[src/rtl/sys_defs.svh]
// Shared system definitions: cache geometry and memory bus command encodings.
// Included by any file that needs the raw macros; guarded against re-inclusion.
// The ICACHE_* macros describe a 128-line direct-mapped cache of 8-byte lines.
`ifndef SYS_DEFS_SVH
`define SYS_DEFS_SVH

`define ICACHE_LINES    128
`define ICACHE_IDX_BITS 7
`define ICACHE_TAG_BITS (64-3-`ICACHE_IDX_BITS)

`define BUS_NONE 2'h0
`define BUS_LOAD 2'h1

`endif

[src/rtl/icache_ctrl_pkg.sv]
// Types and constants shared by the instruction-cache miss controller.
// No logic here; the bus encodings mirror the sys_defs macros.
// Line offset is fixed at 3 bits (8-byte lines).
`include "sys_defs.svh"

package icache_ctrl_pkg;

  localparam logic [1:0] BUS_NONE = `BUS_NONE;
  localparam logic [1:0] BUS_LOAD = `BUS_LOAD;

  localparam int LINE_OFS  = 3;
  localparam int MEM_TAG_W = 4;
  localparam int PF_CNT_W  = 8;

  typedef enum logic [1:0] {
    ST_IDLE,
    ST_DEMAND,
    ST_PREFETCH
  } state_t;

  // Line-aligned base of a byte address.
  function automatic logic [63:0] line_base(input logic [63:0] a);
    return {a[63:LINE_OFS], {LINE_OFS{1'b0}}};
  endfunction

endpackage

[src/rtl/icache_mshr.sv]
// Outstanding-fill table: allocates by memory tag, matches/frees on returning data, detects duplicate lines.
// Latency: match, probe and full are combinational; allocate/free take effect at the next posedge.
// Backpressure: full is asserted while every entry is valid as of cycle start; allocations are then ignored.
module icache_mshr
  import icache_ctrl_pkg::*;
#(
  parameter int IDX_BITS = 7,
  parameter int TAG_BITS = 54,
  parameter int MAX_OUT  = 4
)(
  input  logic                         clock,
  input  logic                         reset,
  input  logic                         alloc_en,
  input  logic [MEM_TAG_W-1:0]         alloc_mem_tag,
  input  logic [IDX_BITS-1:0]          alloc_idx,
  input  logic [TAG_BITS-1:0]          alloc_tag,
  input  logic [MEM_TAG_W-1:0]         done_mem_tag,
  output logic                         done_hit,
  output logic [IDX_BITS-1:0]          done_idx,
  output logic [TAG_BITS-1:0]          done_tag,
  input  logic [IDX_BITS+TAG_BITS-1:0] probe_line,
  output logic                         probe_hit,
  output logic                         full
);

  localparam int SEL_W = (MAX_OUT > 1) ? $clog2(MAX_OUT) : 1;

  logic [MAX_OUT-1:0]   ent_vld;
  logic [MEM_TAG_W-1:0] ent_mtag [MAX_OUT];
  logic [IDX_BITS-1:0]  ent_idx  [MAX_OUT];
  logic [TAG_BITS-1:0]  ent_tag  [MAX_OUT];

  logic             free_fnd;
  logic [SEL_W-1:0] free_sel;
  logic [SEL_W-1:0] done_sel;

  // Lowest free entry, judged on start-of-cycle state so a same-cycle free is not reused.
  always_comb begin
    free_fnd = 1'b0;
    free_sel = '0;
    for (int i = 0; i < MAX_OUT; i++) begin
      if (!free_fnd && !ent_vld[i]) begin
        free_fnd = 1'b1;
        free_sel = SEL_W'(i);
      end
    end
  end

  assign full = !free_fnd;

  // Returning memory tag lookup; tag 0 never matches.
  always_comb begin
    done_hit = 1'b0;
    done_sel = '0;
    done_idx = '0;
    done_tag = '0;
    for (int i = 0; i < MAX_OUT; i++) begin
      if (!done_hit && ent_vld[i] && (done_mem_tag != '0) && (ent_mtag[i] == done_mem_tag)) begin
        done_hit = 1'b1;
        done_sel = SEL_W'(i);
        done_idx = ent_idx[i];
        done_tag = ent_tag[i];
      end
    end
  end

  // Line already in flight, used to suppress duplicate demand fills.
  always_comb begin
    probe_hit = 1'b0;
    for (int i = 0; i < MAX_OUT; i++) begin
      if (ent_vld[i] && ({ent_tag[i], ent_idx[i]} == probe_line)) begin
        probe_hit = 1'b1;
      end
    end
  end

  // Valid bits: free on completion, set on allocation; the two never touch the same entry.
  always_ff @(posedge clock) begin
    if (!reset) begin
      ent_vld <= '0;
    end else begin
      if (done_hit) begin
        ent_vld[done_sel] <= 1'b0;
      end
      if (alloc_en && free_fnd) begin
        ent_vld[free_sel] <= 1'b1;
      end
    end
  end

  // Entry payload; only meaningful while the valid bit is set, so no reset needed.
  always_ff @(posedge clock) begin
    if (alloc_en && free_fnd) begin
      ent_mtag[free_sel] <= alloc_mem_tag;
      ent_idx[free_sel]  <= alloc_idx;
      ent_tag[free_sel]  <= alloc_tag;
    end
  end

endmodule

[src/rtl/icache_ctrl.sv]
// Instruction-cache miss controller: lookup passthrough, demand line fill, next-line prefetch, fill writeback.
// Latency: hit 0 cycles; miss to BUS_LOAD >= 1 cycle; fill data written into the cache in its arrival cycle.
// Backpressure: retries rejected requests every cycle; holds BUS_NONE while the fill table is full.
`include "sys_defs.svh"

module icache_ctrl
  import icache_ctrl_pkg::*;
#(
  parameter int IDX_BITS = `ICACHE_IDX_BITS,
  parameter int TAG_BITS = `ICACHE_TAG_BITS,
  parameter int MAX_OUT  = 4,
  parameter int PF_LINES = 2
)(
  input  logic                 clock,
  input  logic                 reset,
  input  logic [63:0]          proc2Icache_addr,
  output logic [63:0]          Icache_data_out,
  output logic                 Icache_valid_out,
  output logic [IDX_BITS-1:0]  rd1_idx,
  output logic [TAG_BITS-1:0]  rd1_tag,
  input  logic [63:0]          cachemem_data,
  input  logic                 cachemem_valid,
  output logic                 wr1_en,
  output logic [IDX_BITS-1:0]  wr1_idx,
  output logic [TAG_BITS-1:0]  wr1_tag,
  output logic [63:0]          wr1_data,
  output logic [1:0]           proc2Imem_command,
  output logic [63:0]          proc2Imem_addr,
  input  logic [3:0]           Imem2proc_response,
  input  logic [3:0]           Imem2proc_tag,
  input  logic [63:0]          Imem2proc_data
);

  localparam int LINE_W = IDX_BITS + TAG_BITS;

  state_t              state;
  logic [63:0]         req_addr;
  logic [PF_CNT_W-1:0] pf_cnt;
  logic [PF_CNT_W-1:0] pf_nxt;

  logic [LINE_W-1:0]   fetch_line;
  logic [LINE_W-1:0]   req_line;
  logic                miss;
  logic                dup;
  logic                new_miss;
  logic                issue;
  logic                accept;
  logic                tbl_full;
  logic                tbl_probe_hit;
  logic                tbl_done_hit;
  logic [LINE_OFS-1:0] unused_ofs;

  // Lookup is pure passthrough to the cache memory.
  assign rd1_idx          = proc2Icache_addr[LINE_OFS +: IDX_BITS];
  assign rd1_tag          = proc2Icache_addr[LINE_OFS+IDX_BITS +: TAG_BITS];
  assign Icache_data_out  = cachemem_data;
  assign Icache_valid_out = cachemem_valid;
  assign unused_ofs       = proc2Icache_addr[LINE_OFS-1:0];

  assign fetch_line = proc2Icache_addr[63:LINE_OFS];
  assign req_line   = req_addr[63:LINE_OFS];
  assign miss       = !cachemem_valid;
  // req_addr only names a live request outside IDLE; afterwards it is just the next prefetch cursor.
  assign dup        = tbl_probe_hit || ((state != ST_IDLE) && (fetch_line == req_line));
  assign new_miss   = miss && !dup;

  // Command is decided in-cycle: a full table or a fresh demand miss must suppress the issue immediately.
  assign issue             = reset && (state != ST_IDLE) && !tbl_full && !new_miss;
  assign accept            = issue && (Imem2proc_response != '0);
  assign proc2Imem_command = issue ? BUS_LOAD : BUS_NONE;
  assign proc2Imem_addr    = reset ? req_addr : '0;

  assign wr1_en   = reset && tbl_done_hit;
  assign wr1_data = Imem2proc_data;

  icache_mshr #(
    .IDX_BITS (IDX_BITS),
    .TAG_BITS (TAG_BITS),
    .MAX_OUT  (MAX_OUT)
  ) u_mshr (
    .clock         (clock),
    .reset         (reset),
    .alloc_en      (accept),
    .alloc_mem_tag (Imem2proc_response),
    .alloc_idx     (req_addr[LINE_OFS +: IDX_BITS]),
    .alloc_tag     (req_addr[LINE_OFS+IDX_BITS +: TAG_BITS]),
    .done_mem_tag  (Imem2proc_tag),
    .done_hit      (tbl_done_hit),
    .done_idx      (wr1_idx),
    .done_tag      (wr1_tag),
    .probe_line    (fetch_line),
    .probe_hit     (tbl_probe_hit),
    .full          (tbl_full)
  );

  assign pf_nxt = pf_cnt + PF_CNT_W'(1);

  // Request sequencer: demand fill first, then PF_LINES sequential prefetches; a new demand miss preempts.
  always_ff @(posedge clock) begin
    if (!reset) begin
      state    <= ST_IDLE;
      req_addr <= '0;
      pf_cnt   <= '0;
    end else begin
      case (state)
        ST_IDLE: begin
          if (new_miss) begin
            req_addr <= line_base(proc2Icache_addr);
            state    <= ST_DEMAND;
          end
        end
        ST_DEMAND: begin
          if (new_miss) begin
            state <= ST_IDLE;
          end else if (accept) begin
            req_addr <= req_addr + 64'd8;
            pf_cnt   <= '0;
            state    <= (PF_LINES == 0) ? ST_IDLE : ST_PREFETCH;
          end
        end
        ST_PREFETCH: begin
          if (new_miss) begin
            state <= ST_IDLE;
          end else if (accept) begin
            req_addr <= req_addr + 64'd8;
            pf_cnt   <= pf_nxt;
            if (pf_nxt == PF_CNT_W'(PF_LINES)) begin
              state <= ST_IDLE;
            end
          end
        end
        default: state <= ST_IDLE;
      endcase
    end
  end

endmodule

[config.mk]
export PLATFORM = sky130hd
export DESIGN_NAME = icache_ctrl
export DESIGN_NICKNAME = d
export VERILOG_FILES = /design/src/rtl/icache_ctrl_pkg.sv /design/src/rtl/icache_mshr.sv /design/src/rtl/icache_ctrl.sv
export VERILOG_INCLUDE_DIRS = /design/src /design/src/rtl
export SDC_FILE = /design/constraint.sdc
export NUM_CORES = 1
export LEC_CHECK = 0
export CAP_MARGIN = 10
export CORE_MARGIN = 1
export CORE_UTILIZATION = 30
export CTS_BUF_LIST = sky130_fd_sc_hd__clkbuf_2
export CTS_CLUSTER_SIZE = 25
export DETAILED_ROUTE_END_ITERATION = 7
export GPL_TIMING_DRIVEN = 0
export PLACE_DENSITY = 0.54
export REMOVE_ABC_BUFFERS = 1
export SLEW_MARGIN = 20
export SYNTH_ARGS = -nofsm -noshare
export SYNTH_HDL_FRONTEND = slang
export SYNTH_HIERARCHICAL = 1
export SYNTH_SLANG_ARGS = --single-unit
[constraint.sdc]
create_clock -name clock -period 25.4 [get_ports clock]
set_clock_uncertainty 0.05 [all_clocks]
set_input_delay 3.81 -clock clock [delete_from_list [all_inputs] [get_ports clock]]
set_output_delay 3.81 -clock clock [all_outputs]
set_load 0.02 [all_outputs]
==> summary.md, run 1 <==
| Metric | Value |
|---|---|
| Num CTS Buffers | between 90 and 100 |
| DRT antenna net count | 0 |
| Slowest cell on the critical path | nor4_1 |
| Synth cell types | 74 |
| Ys async rst share | 0 |
| Setup Buffers After CTS | 0 |
| Core Box Area | 66,100 sq um |
| Min-delay src | pf_cnt[6] |
| IO Pins | 521 |
| Synth Instances | 1,930 |
| Delay of the slowest critical-path stage | ~0.86 ns |
| PD cells | 52.7 nW/um^2 |
| Worst path top cell family by delay | simple AND/OR/NAND/NOR gates |
| Final std cells w/o fill | between 2,000 and 3,000 |
| Fraction of layout cells with a size suffix above 1 | 0.147 |
| Largest net degree at the start of global routing | 90 |
| Layout fillers | 6,659 |
| Minimum clock period | 12.17 ns |
| Top cell type by total area after synthesis | edfxtp_1 |
| Status | finished with violations |
| Grt ovf | 0 |
| Compound-Gate Fraction of Synth Area | 0.160 |
| Vias | around 18,000 |
| Area growth from synthesis to layout | 17.2% |
| Syn Std Cell Area | 20,100 sq um |
| Critical path startpoint | proc2Icache_addr[21] |
| Critical Path End Type | primary output |
| Root buffer cell | clkbuf_2 |
| Clock sinks | 335 |
| GRT Util Overall | 0.322 |
| Ys flop type | edfxtp_1 |
| Post-cts resize count | 0 |
| Setup violations, final | 0 |
| Synth area leaders | edfxtp_1, dfxtp_1, buf_4 |
| Worst R2R Start | req_addr[42] |
| H-tree levels | 3 |
| Crit start category | primary input |
| Initial DRC count | 2,408 |
| Max cap viols | 0 |
| Post-synth EDFFs | 260 |
| Max-slew violations | 0 |
| Post-route DRC | 22 |
| Post-Synth Adder-Cell Area | 0.00373 |
| Maximum VDD drop | 0.0248 mV |
| Die Ht | 261 microns |
| Initial antenna violation count | 1 |
| DR pass1 iterations | 8 |
| Final period util | 0.479 |
| Clock slew at reported path FFs | around 0.090 ns |
| Syn_area_per_cell | roughly 10 sq um |
| Worst Tran Pin Value | 1.12 ns |
| Total leakage power | 7.61 nW |
| Die ar. | 68,100 sq um |
| Worst path cell trace | clkdlybuf4s50_1 > xnor2_1 > nand4_1 > nor4_1 > nand2_1 > nor4_1 > or4_1 > nor2_1 > o21a_4 > nor2_1 > clkdlybuf4s50_1 |
| Fraction of synthesized area in multiplexers | 0.00609 |
| Std-Cell Rows | 94 |
| Routed len/inst | ~38 microns |
| Critical Path Fanout Max | 27 |
| Setup_tns | 0 ns |
| Vias in the first global route | 16,084 |
| Fin. Hold Viols | 0 |
| Sequential area share after synthesis | 0.462 |
| Global-route wire length before repair | 148,000 microns |
| WP buf/inv | 2 |
| Arrival time at the worst endpoint | ~8.3 ns |
| Maximum clock rate | 82.2 MHz |
| Synth top area share | 0.388 |
| HP Class | reg -> reg |
| CTS tree | built |
| Layout net count | 2,227 |
| Cts hold-fix bufs | 0 |
| Placed cell count | 2,788 |
| Bufs on Longest Clock Path | 3 |
| Post-DR vias/cell | 5.92 |
| Initial Utilization | 0.305 |
| Yosys reg bits | 335 |
| Failing checks | DRC |
| Placer congestion estimate | 0.955 |
| Die W | 261 microns |
| Synth warn | 6 |
| RSZ-0062 raised after global routing | no |
| Port buffer count | roughly 260 |
| Type of the worst setup path | in -> out |
| Simple-gate portion of the synthesized area | 0.141 |
| Relative max-transition margin | 0.248 |
| DPL Wire Length | ~86,000 microns |
| Largest family of logic cells by synthesized area | compound AO/OA/AOI/OAI gates |
| Total Wirelength | roughly 110,000 microns |
| Worst skew pair latency | 1.14 ns |
| Synth Area in XOR/XNOR | 0.105 |
| Required @ worst endpoint | 21.54 ns |
==> report_power, final <==
| group | internal (W) | switching (W) |
|---|---|---|
| combinational | 0.0000666 | 0.000116 |
| sequential | 0.000606 | 0.0000340 |
| clock | 0.000173 | 0.000248 |
==> final cells by class <==
| class | count | area [sq um] | area share |
|---|---|---|---|
| Clock buffer | 149 | 746 | 0.0316 |
| Timing Repair Buffer | 313 | 3490 | 0.148 |
| Sequential cell | 335 | 9310 | 0.395 |
| Multi-Input combinational cell | 1186 | 8470 | 0.359 |
| Tap cell | 864 | 1080 | 0.0458 |
| Antenna cell | 2 | 5.00 | 0.000212 |
| Inverter | 90 | 344 | 0.0146 |
| Clock inverter | 19 | 131 | 0.00557 |
==> Yosys cell counts, drive strengths merged (47+ instances only) <==
master     n
edfxtp   260
buf      236
xnor2    165
nor2     124
nand2    113
inv       88
clkbuf    86
nor4      80
a221oi    78
dfxtp     75
xor2      74
o2bb2ai   72
o22ai     68
nand4     66
and2      47
==> cells by family after synthesis <==
kind of cell / after synthesis
simple gates: 549
buf+inv: 412
compound gates: 376
flops: 335
xor+xnor: 239
mux: 12
fa+ha+maj: 6
other cells: 1
==> worst register-to-register path, cell delays in order, from the launching register on <==
cell and delay [ns]:
dfxtp_1 0.82, xor2_1 0.15, nor4_1 0.83, nand4_1 0.31, or4_4 0.66, o21ai_2 0.51
nand2_1 0.21, inv_1 0.14, nand2_1 0.16, nor3b_2 0.61, buf_4 0.32, buf_4 0.21
buf_4 0.22, buf_4 0.22
==> routing by layer <==
layer	share of wire	GRT usage	routed length [microns]
met1	0.43	0.446	48600
met2	0.40	0.443	45200
met4	0.020	0.0788	2240
met3	0.14	0.147	15100
met5	0.0058	0.0729	645
==> layout by cell type (no fill, tap or decap), drive strengths merged, types with 7 or more instances in the layout <==
cell / Yosys / layout
xnor2: 165 / 165
and3: 12 / 12
buf: 236 / 57
nand2: 113 / 113
nor4: 80 / 80
and2: 47 / 47
o2bb2ai: 72 / 72
a221oi: 78 / 78
mux2i: 10 / 10
o21ai: 31 / 31
edfxtp: 260 / 260
a21oi: 39 / 39
dfxtp: 75 / 75
clkinv: 2 / 18
o22ai: 68 / 68
a22oi: 13 / 13
a22o: 7 / 7
nor3: 41 / 41
o311ai: 17 / 17
nand4: 66 / 66
clkbuf: 86 / 149
nand3: 29 / 29
nor2: 124 / 124
inv: 88 / 88
clkdlybuf4s50: 0 / 256
xor2: 74 / 74
==> flip-flops by register name, indices dropped and copies added (netlist names) <==
name,flops
pf_cnt,8
req_addr,61
state,2
u_mshr/ent_idx,28
u_mshr/ent_mtag,16
u_mshr/ent_tag,216
u_mshr/ent_vld,4
==> through the flow <==
| stage | util | power (W) | instance area, sq um | setup WS [ns] | hold WS (ns) |
|---|---|---|---|---|---|
| floorplan | - | 0.000709 | 18000 | 12.93 | 0.414 |
| finish | 0.357 | 0.00124 | 23600 | 13.23 | 0.478 |
| global placement | 0.328 | 0.000823 | 21700 | 6.20 | 0.435 |
| detailed placement | 0.343 | 0.000830 | 22700 | 13.43 | 0.460 |
| global route | 0.357 | 0.00129 | 23600 | 13.19 | 0.491 |
| CTS | 0.357 | 0.00125 | 23600 | 13.39 | 0.473 |
==> path summary, 6_finish.rpt <==
kind / end / slack [ns] / cells past startpoint
worst max register to register: u_mshr/ent_idx[2][0] / 19.65 / 13
worst min-delay path: pf_cnt[6] / 0.48 / 2
worst min register to register: pf_cnt[6] / 0.48 / 2
worst max-delay path: proc2Imem_command[0] / 13.23 / 11
Power figures use the tool's default switching activity.
==> run 2, diff against run 1 <==
==> constraint.sdc (replaced) <==
create_clock -name clock -period 11.35 [get_ports clock]
set_clock_uncertainty 0.05 [all_clocks]
set_input_delay 1.7025 -clock clock [delete_from_list [all_inputs] [get_ports clock]]
set_output_delay 1.7025 -clock clock [all_outputs]
set_load 0.02 [all_outputs]
==> results of run 2 <==
The final DEF is identical to that of run 1. Status: finished with violations: DRC.
Among the figures that moved: setup slack after placement 13.43 ns -> 3.60 ns; setup slack after layout 13.23 ns -> 3.39 ns; register-to-register setup slack 19.65 ns -> 5.60 ns; total power 0.00124 W -> 0.00278 W; worst IR drop on VDD 0.0248 mV -> 0.0554 mV
